[config.mk]
export PLATFORM = sky130hd
export DESIGN_NAME = invaders_irq_timer
export DESIGN_NICKNAME = d
export VERILOG_FILES = /design/src/rtl/invaders_irq_timer.sv
export SDC_FILE = /design/constraint.sdc
export NUM_CORES = 1
export LEC_CHECK = 0
export CAP_MARGIN = 10
export CORE_MARGIN = 5
export CORE_UTILIZATION = 45
export DETAILED_ROUTE_END_ITERATION = 16
export PLACE_DENSITY = 0.82
export SLEW_MARGIN = 40
export SYNTH_ARGS = -nofsm -noshare
export SYNTH_HDL_FRONTEND = slang
export SYNTH_SLANG_ARGS = --single-unit
[constraint.sdc]
create_clock -name clk -period 5.2 [get_ports clk]
set_input_delay 0.52 -clock clk [delete_from_list [all_inputs] [get_ports clk]]
set_output_delay 0.52 -clock clk [all_outputs]
set_load 0.03 [all_outputs]
[src/rtl/invaders_irq_timer.sv]
// Raster counter and RST 1 / RST 2 interrupt generator for the Space Invaders i8080.
// Events latch into pending bits that are presented to the CPU with vblank priority.
module invaders_irq_timer #(
    parameter int H_TOTAL      = 320,
    parameter int H_ACTIVE     = 256,
    parameter int H_SYNC_START = 272,
    parameter int H_SYNC_LEN   = 32,
    parameter int V_TOTAL      = 262,
    parameter int V_ACTIVE     = 224,
    parameter int V_SYNC_START = 234,
    parameter int V_SYNC_LEN   = 4,
    parameter int MID_LINE     = 96,
    parameter int VBL_LINE     = 224
) (
    input  logic        clk,
    input  logic        rst_n,
    input  logic        pix_ce,
    input  logic        int_en,
    input  logic        int_ack,
    output logic        int_req,
    output logic [7:0]  int_vec,
    output logic [8:0]  hcount,
    output logic [8:0]  vcount,
    output logic [12:0] vram_off,
    output logic        hsync,
    output logic        vsync,
    output logic        blank,
    output logic [7:0]  ovf_cnt
);

    localparam logic [8:0] H_LAST   = 9'(H_TOTAL - 1);
    localparam logic [8:0] V_LAST   = 9'(V_TOTAL - 1);
    localparam logic [8:0] H_ACT    = 9'(H_ACTIVE);
    localparam logic [8:0] V_ACT    = 9'(V_ACTIVE);
    localparam logic [8:0] HS_FIRST = 9'(H_SYNC_START);
    localparam logic [8:0] HS_END   = 9'(H_SYNC_START + H_SYNC_LEN);
    localparam logic [8:0] VS_FIRST = 9'(V_SYNC_START);
    localparam logic [8:0] VS_END   = 9'(V_SYNC_START + V_SYNC_LEN);
    localparam logic [8:0] MID_L    = 9'(MID_LINE);
    localparam logic [8:0] VBL_L    = 9'(VBL_LINE);

    localparam logic [7:0] VEC_RST1 = 8'hCF;
    localparam logic [7:0] VEC_RST2 = 8'hD7;
    localparam logic [7:0] VEC_NOP  = 8'h00;

    logic [8:0] hcount_q, hcount_d;
    logic [8:0] vcount_q, vcount_d;
    logic       pendMid_q, pendMid_d;
    logic       pendVbl_q, pendVbl_d;
    logic [7:0] ovf_q, ovf_d;

    logic       lineStart;
    logic       evtMid, evtVbl;
    logic       ackMid, ackVbl;
    logic       ovfMid, ovfVbl;
    logic [8:0] ovfSum;

    always_comb begin
        hcount_d = hcount_q;
        vcount_d = vcount_q;
        if (pix_ce) begin
            if (hcount_q == H_LAST) begin
                hcount_d = 9'd0;
                vcount_d = (vcount_q == V_LAST) ? 9'd0 : vcount_q + 9'd1;
            end else begin
                hcount_d = hcount_q + 9'd1;
            end
        end
    end

    // An event needs pix_ce, so the counter moves off (0,line) on the same edge and cannot re-fire.
    assign lineStart = pix_ce && (hcount_q == 9'd0);
    assign evtMid    = lineStart && (vcount_q == MID_L);
    assign evtVbl    = lineStart && (vcount_q == VBL_L);

    assign ackVbl = int_ack & pendVbl_q;
    assign ackMid = int_ack & ~pendVbl_q & pendMid_q;

    assign ovfMid = evtMid & pendMid_q & ~ackMid;
    assign ovfVbl = evtVbl & pendVbl_q & ~ackVbl;

    always_comb begin
        pendMid_d = evtMid | (pendMid_q & ~ackMid);
        pendVbl_d = evtVbl | (pendVbl_q & ~ackVbl);
        ovfSum    = {1'b0, ovf_q} + {8'd0, ovfMid} + {8'd0, ovfVbl};
        ovf_d     = (ovfSum > 9'd255) ? 8'hFF : ovfSum[7:0];
    end

    always_ff @(posedge clk or negedge rst_n) begin
        if (!rst_n) begin
            hcount_q  <= 9'd0;
            vcount_q  <= 9'd0;
            pendMid_q <= 1'b0;
            pendVbl_q <= 1'b0;
            ovf_q     <= 8'd0;
        end else begin
            hcount_q  <= hcount_d;
            vcount_q  <= vcount_d;
            pendMid_q <= pendMid_d;
            pendVbl_q <= pendVbl_d;
            ovf_q     <= ovf_d;
        end
    end

    always_comb begin
        if (pendVbl_q) begin
            int_vec = VEC_RST2;
        end else if (pendMid_q) begin
            int_vec = VEC_RST1;
        end else begin
            int_vec = VEC_NOP;
        end
    end

    assign int_req  = int_en & (pendMid_q | pendVbl_q);
    assign hcount   = hcount_q;
    assign vcount   = vcount_q;
    assign vram_off = {vcount_q[7:0], hcount_q[7:3]};
    assign hsync    = (hcount_q >= HS_FIRST) && (hcount_q < HS_END);
    assign vsync    = (vcount_q >= VS_FIRST) && (vcount_q < VS_END);
    assign blank    = (hcount_q >= H_ACT) || (vcount_q >= V_ACT);
    assign ovf_cnt  = ovf_q;

endmodule

==> out/metrics.csv, run 1 <==
stage,metric,value,unit
die,start_util,46.0,%
synth,synth_xor_area_share,6.87,%
synth,synthAdderAreaFrac,6.49,%
placed_design,gp_congestion,0.841,
hold_path,hold_path_class,flip-flop to flip-flop,
placed_design,numPortBuffers,54,
worst_setup_path,crit_required,5.36,ns
synth,muxShareOfSynthArea,1.36,%
sta,slew_viol_final,0,
pwr,p_leak,0.000964,uW
routing,vias,1337,
sta,min_period_over_period,55.8,%
final_layout,fillers,321,
sta,period_needed,2.90,ns
synth,synth_area_leaders,"dfrtp_1 (42%), buf_4 (9.1%), ha_1 (5.3%)",
die,die-width,70.7,um
clock_tree,clockRootBuffer,clkbuf_8,
synth,synth-seq-area-share,42.3,%
global_routing,grt_pass1_wl,6050,um
sta,finalWorstSetupSlack,2.30,ns
worst_setup_path,path_cells,clkdlybuf4s50_1 > nor4bb_1 > nand4_1 > or4_1 > nor2_1 > fa_1 > ha_1 > nand3_1 > xor2_1 > nand2_1,
final_layout,regArea,701,um2
synth,syn_inst,173,
clock_tree,clock-sinks,28,
global_routing,track_usage,14.3,%
synth,syn_area_per_cell,9.58,um2
final_layout,nets,226,
synth,ys_warn_count,0,
clock_tree,cts_tree,yes,
synth,synth_nets,186,
pwr,power.total,562,uW
sta,fin_tns_setup,0,ns
worst_setup_path,critPathSlowestCell,clkdlybuf4s50_1,
placed_design,dp_hpwl,2630,um
clock_tree,hold_buffers,0,
pwr,power_density,258,mW/mm2
clock_tree,path_clk_slew,0.09,ns
sta,rsz0062_at_grt,no,
global_routing,grt_pass1_vias,1347,
final_layout,drive_gt1_share,5.66,%
worst_setup_path,start_kind,input port,
global_routing,overflow,0,
sta,final_hold_viol_count,0,
clock_tree,cts_buffers,3,
synth,synth_area_leader_cell,dfrtp_1,
sta,fmax,345,MHz
final_layout,final_design_area_no_fill,0.00217,mm2
worst_setup_path,crit_arrival,3.06,ns
routing,routed_via_density,5.14,
die,die_h,70.7,um
global_routing,grt_start_max_net_pins,29,
worst_setup_path,critPathMaxFanout,9,
placed_design,placed_cell_area,0.00212,mm2
synth,synth_top_family_by_area,simple AND/OR/NAND/NOR gates,
routing,drc_errors,0,
clock_tree,cts_resized,0,
job,maxCapViolations,0,
routing,routed_wl,3530,um
die,die-area,0.00500,mm2
placed_design,dpl_worst_slack,2.04,ns
synth,synth_compound_area_share,7.55,%
clock_tree,post-cts-setup-buffer-count,0,
final_layout,area_delta_synth_final,31.2,%
clock_tree,htreeDepth,1,
routing,wl_per_cell,13.6,um
worst_setup_path,path_buf_inv,1,
sta,fin_skew,0.00599,ns
synth,synth_cell_type_count,39,
final_layout,antenna_cells,0,
routing,ant_nets,0,
synth,syn_area,0.00166,mm2
synth,synth_top_cell_area_share,42.3,%
die,coreArea,0.00361,mm2
die,fp-row-count,22,
worst_setup_path,crit_type,input port to flip-flop,
routing,drtPass1Iterations,4,
synth,synth-simple-area-share,23.5,%
pwr,vdd_drop_max,0.252,mV
sta,setup_viol,0,
outcome,status,"finished, final reports clean",
die,io_pins,56,
synth,yosys_register_bits,28,
worst_setup_path,cpLargestDelayFamily,simple AND/OR/NAND/NOR gates,
routing,drt-initial-drc-count,51,
worst_setup_path,critical-path-max-stage-delay,0.62,ns
worst_setup_path,cp-end-kind,flip-flop,
sta,timing.hold.ws,0.560,ns
clock_tree,clk_path_buf_depth,2,
clock_tree,clock_latency,0.27,ns
final_layout,multi_input_area,762,um2
global_routing,antenna_found_initial,0,
[where the power goes]
group          leakage [uW]  switching [uW]  internal (uW)
Sequential         0.000356            35.8            235
Clock             0.0000288            66.7           67.7
Combinational      0.000579            90.5           66.4
[synthesized netlist by cell type]
cell / instances
a211oi_1: 2
a21o_1: 1
a21oi_1: 4
a31oi_1: 1
and2_1: 3
and3_1: 4
and4_1: 1
buf_4: 20
clkbuf_1: 1
conb_1: 1
dfrtp_1: 28
fa_1: 1
ha_1: 7
inv_1: 11
mux2_2: 2
nand2_1: 14
nand2b_1: 3
nand3_1: 9
nand4_1: 9
nand4b_1: 1
nor2_1: 6
nor2b_1: 2
nor3_1: 3
nor3b_1: 1
nor4_1: 3
nor4b_1: 1
nor4bb_1: 2
o21ai_0: 9
o22ai_1: 1
o311ai_0: 2
o31ai_1: 1
or2_2: 1
or3_1: 1
or3_2: 1
or3_4: 1
or3b_4: 1
or4_1: 1
xnor2_1: 9
xor2_1: 4
[registers in the layout (all words and copies together), names as in the netlist]
register / flops
pendMid_q: 1
pendVbl_q: 1
vcount: 9
ovf_cnt: 8
hcount: 9
[per-stage QoR]
step	util, %	cells
5_1_grt	60.3	260
2_1_floorplan	-	173
4_1_cts	60.3	260
6_report	60.3	260
3_5_place_dp	58.8	256
3_3_place_gp	58.8	256
[cells by family after synthesis]
group	Yosys count
AOI/OAI and AO/OA	21
xor gates and xnor gates	13
adders and majority gates	8
buffers and inverters	32
DFF	28
muxes	2
other	1
and+or+nand+nor	68
[worst paths after layout]
path,slack (ns),endpoint,depth (start not counted),startpoint
min reg2reg,0.56,ovf_cnt[5],2,ovf_cnt[5]
max reg2reg,2.44,ovf_cnt[4],11,hcount[0]
max in group asynchronous,4.31,ovf_cnt[3],2,rst_n
min,0.56,ovf_cnt[5],2,ovf_cnt[5]
min in group asynchronous,0.61,vcount[2],2,rst_n
max,2.30,ovf_cnt[4],10,pix_ce
[worst reg2reg max path, stage by stage (launching register included)]
cell	delay, ns
dfrtp_1	0.45
inv_1	0.11
ha_1	0.15
nor4bb_1	0.26
nand4_1	0.13
or4_1	0.51
nor2_1	0.16
fa_1	0.25
ha_1	0.28
nand3_1	0.12
xor2_1	0.15
nand2_1	0.07
[metal layers]
layer	GRT usage (%)	vias to the layer above	routed length, um
met5	0	-	0
met4	3.55	0	24
met3	2.56	4	221
met2	23.9	45	1660
met1	19.2	624	1620
li1	-	664	-
[placed cells by master, fill, tap and decap left out, types with 6 or more instances in the layout]
cell             Yosys  final
inv_1               11     11
clkdlybuf4s50_1      0     54
nand4_1              9      9
nand2_1             14     14
ha_1                 7      7
xnor2_1              9      9
dfrtp_1             28     28
o21ai_0              9      9
nor2_1               6      6
nand3_1              9      9
[cell type report]
cell class,instances,area share (%)
clock buffers,4,2.53
repair buffers,56,25.5
well taps,48,2.76
multi-input cells,113,35.0
flip-flops and latches,28,32.2
inverters,11,1.90
Power figures use the tool's default switching activity.
==> run 2: changes to the inputs <==
CORE_UTILIZATION = 41   (was 45)
PLACE_DENSITY = 0.79   (was 0.82)
clock period = 2.3 ns   (was 5.2 ns; I/O delays follow)
==> run 2 against run 1 <==
Against the previous run: the flow now finishes with violations (negative setup slack); sequential power is 100% higher; critical path depth stayed put; first-iteration DRC count is 29% higher; via count is 12% higher; total power is 130% higher; die area is 8.4% higher; final cell count is 11% higher; critical endpoint is now ovf_cnt[0]; largest power group unchanged.
==> out/metrics.csv, run 2 (synthesis gave the netlist of run 1 again) <==
stage,metric,value,unit,change
worst_setup_path,critPathSlowestCell,or4_4,,
final_layout,nets,252,,+12%
worst_setup_path,cpMostUsedCell,nand4_1,,
worst_setup_path,critical-path-max-stage-delay,0.46,ns,-0.16 ns
die,die_h,73.6,um,+4.1%
routing,vias,1495,,+12%
sta,period_needed,2.35,ns,
clock_tree,clock-sinks,28,,unchanged
die,die-width,73.6,um,+4.1%
placed_design,gp_congestion,0.844,,+0.36%
worst_setup_path,r2r-end,ovf_cnt[0],,
routing,routed_via_density,5.19,,+0.95%
clock_tree,path_clk_slew,0.09,ns,about the same
final_layout,drive_gt1_share,19.7,%,+14 points
worst_setup_path,worstReg2RegStart,hcount[0],,
final_layout,final_cell_mix,"clkdlybuf4s50_1 (51), buf_4 (28), dfrtp_1 (25)",,
clock_tree,clk_path_buf_depth,2,,unchanged
final_layout,final_common_cell,clkdlybuf4s50_1,,
global_routing,overflow,0,,unchanged
worst_setup_path,path_buf_inv,1,,unchanged
worst_setup_path,r2r_cells,10,,-1
global_routing,grt_pass1_vias,1455,,+8.0%
worst_setup_path,crit_required,2.50,ns,-2.86 ns
sta,final_hold_viol_count,0,,unchanged
hold_path,hold_path_class,input port to async pin,,
sta,setup_viol,7,,+7
sta,finalWorstSetupSlack,-0.0495,ns,-2.35 ns
worst_setup_path,r2r_setup_slack,-0.05,ns,-2.49 ns
placed_design,placed_cell_area,0.00232,mm2,+9.3%
worst_setup_path,path_cells,inv_2 > ha_1 > nor4bb_4 > nand4_1 > or4_4 > nor2_4 > fa_2 > ha_4 > nand4_1 > nand2b_1,,
routing,routed_wl,3870,um,+9.8%
routing,ant_nets,0,,unchanged
global_routing,track_usage,15.4,%,+1.1 points
placed_design,dp_hpwl,3030,um,+15%
worst_setup_path,crit_arrival,2.55,ns,-0.51 ns
worst_setup_path,cpLargestDelayFamily,simple AND/OR/NAND/NOR gates,,
die,coreArea,0.00397,mm2,+10%
routing,drt-initial-drc-count,66,,+29%
final_layout,final_design_area_no_fill,0.00241,mm2,+11%
job,maxCapViolations,0,,unchanged
worst_setup_path,crit_type,flip-flop to flip-flop,,
die,fp-row-count,23,,+4.5%
routing,drtPass1Iterations,4,,unchanged
pwr,vdd_drop_max,0.344,mV,+37%
sta,rsz0062_at_grt,yes,,
die,start_util,41.7,%,-4.2 points
clock_tree,clockRootBuffer,clkbuf_8,,
die,die-area,0.00542,mm2,+8.4%
clock_tree,htreeDepth,1,,unchanged
die,io_pins,56,,unchanged
worst_setup_path,start_kind,flip-flop,,
sta,slew_viol_final,0,,unchanged
clock_tree,cts_buffers,3,,unchanged
outcome,violations,negative setup slack,,
clock_tree,cts_tree,yes,,
sta,timing.hold.ws,0.315,ns,-0.245 ns
sta,fmax,426,MHz,
worst_setup_path,cp-end-kind,flip-flop,,
routing,drc_errors,0,,unchanged
placed_design,numPortBuffers,54,,unchanged
global_routing,grt_pass1_wl,6480,um,+7.1%
final_layout,fillers,343,,+6.9%
worst_setup_path,critPathMaxFanout,6,,-3
sta,min_period_over_period,102,%,
pwr,power_density,546,mW/mm2,+110%
outcome,status,finished with violations,,
pwr,p_leak,0.00109,uW,+13%
global_routing,antenna_found_initial,0,,unchanged
final_layout,area_delta_synth_final,45.2,%,
pwr,power.total,1310,uW,+130%
routing,wl_per_cell,13.4,um,-0.89%
global_routing,grt_start_max_net_pins,29,,unchanged
final_layout,antenna_cells,0,,unchanged
sta,fin_skew,0.00949,ns,+0.00351 ns
clock_tree,clock_latency,0.28,ns,about the same
## run 2: changes by cell type in the layout (fill, tap and decap cells not counted), sizes merged
cell and delta:
buf +26, dlygate4sd2 +2, dlymetal6s2s +1, clkdlybuf4s50 -3
## run 2: final cells by class
| type | count | area, um2 | share of cell area, % |
|---|---|---|---|
| well taps | 50 | 62.6 | 2.60 |
| repair buffers | 82 | 751 | 31.2 |
| multi-input cells | 113 | 803 | 33.4 |
| flip-flops and latches | 28 | 704 | 29.3 |
| inverters | 11 | 41.3 | 1.72 |
| clock buffers | 4 | 45.0 | 1.87 |
## run 2: power by group
group,internal [uW],total [uW],leakage (uW),switching [uW]
registers,533,555,0.000352,22.2
logic,215,488,0.000713,273
clock network,124,271,0.0000228,146
## run 2: repair_timing
item	CTS	global route
gates resized for setup	5	1
hold buffers	0	0
setup endpoints to repair	10	9
setup buffers	3	1
pin swaps	5	6
## run 2: how the worst max path moves through the flow
stage | start | to | slack [ns] | cells past startpoint
floorplan | vcount[2] | ovf_cnt[4] | -0.13 | 10
global placement | pix_ce | ovf_cnt[1] | -0.36 | 9
detailed placement | pix_ce | ovf_cnt[0] | -0.44 | 9
CTS | hcount[0] | ovf_cnt[0] | -0.12 | 10
global route | hcount[0] | ovf_cnt[0] | -0.22 | 10
finish | hcount[0] | ovf_cnt[0] | -0.05 | 10
## run 2: per-layer routing
| layer | vias to the layer above | wire length (um) | global-route usage, % |
|---|---|---|---|
| li1 | 713 | - | - |
| met1 | 733 | 1620 | 18.8 |
| met2 | 44 | 2000 | 26.8 |
| met3 | 5 | 188 | 2.46 |
| met4 | 0 | 58 | 6.04 |
| met5 | - | 0 | 0 |
## run 2: through the flow
stage / util, % / worst slack (ns) / setup TNS, ns / cells
6_report: 60.6 / -0.0495 / -0.237 / 288
2_1_floorplan: - / -0.132 / -0.501 / 173
3_3_place_gp: 58.3 / -0.358 / -2.54 / 280
4_1_cts: 60.4 / -0.120 / -0.772 / 287
3_5_place_dp: 58.3 / -0.440 / -3.12 / 280
5_1_grt: 60.6 / -0.221 / -1.43 / 288
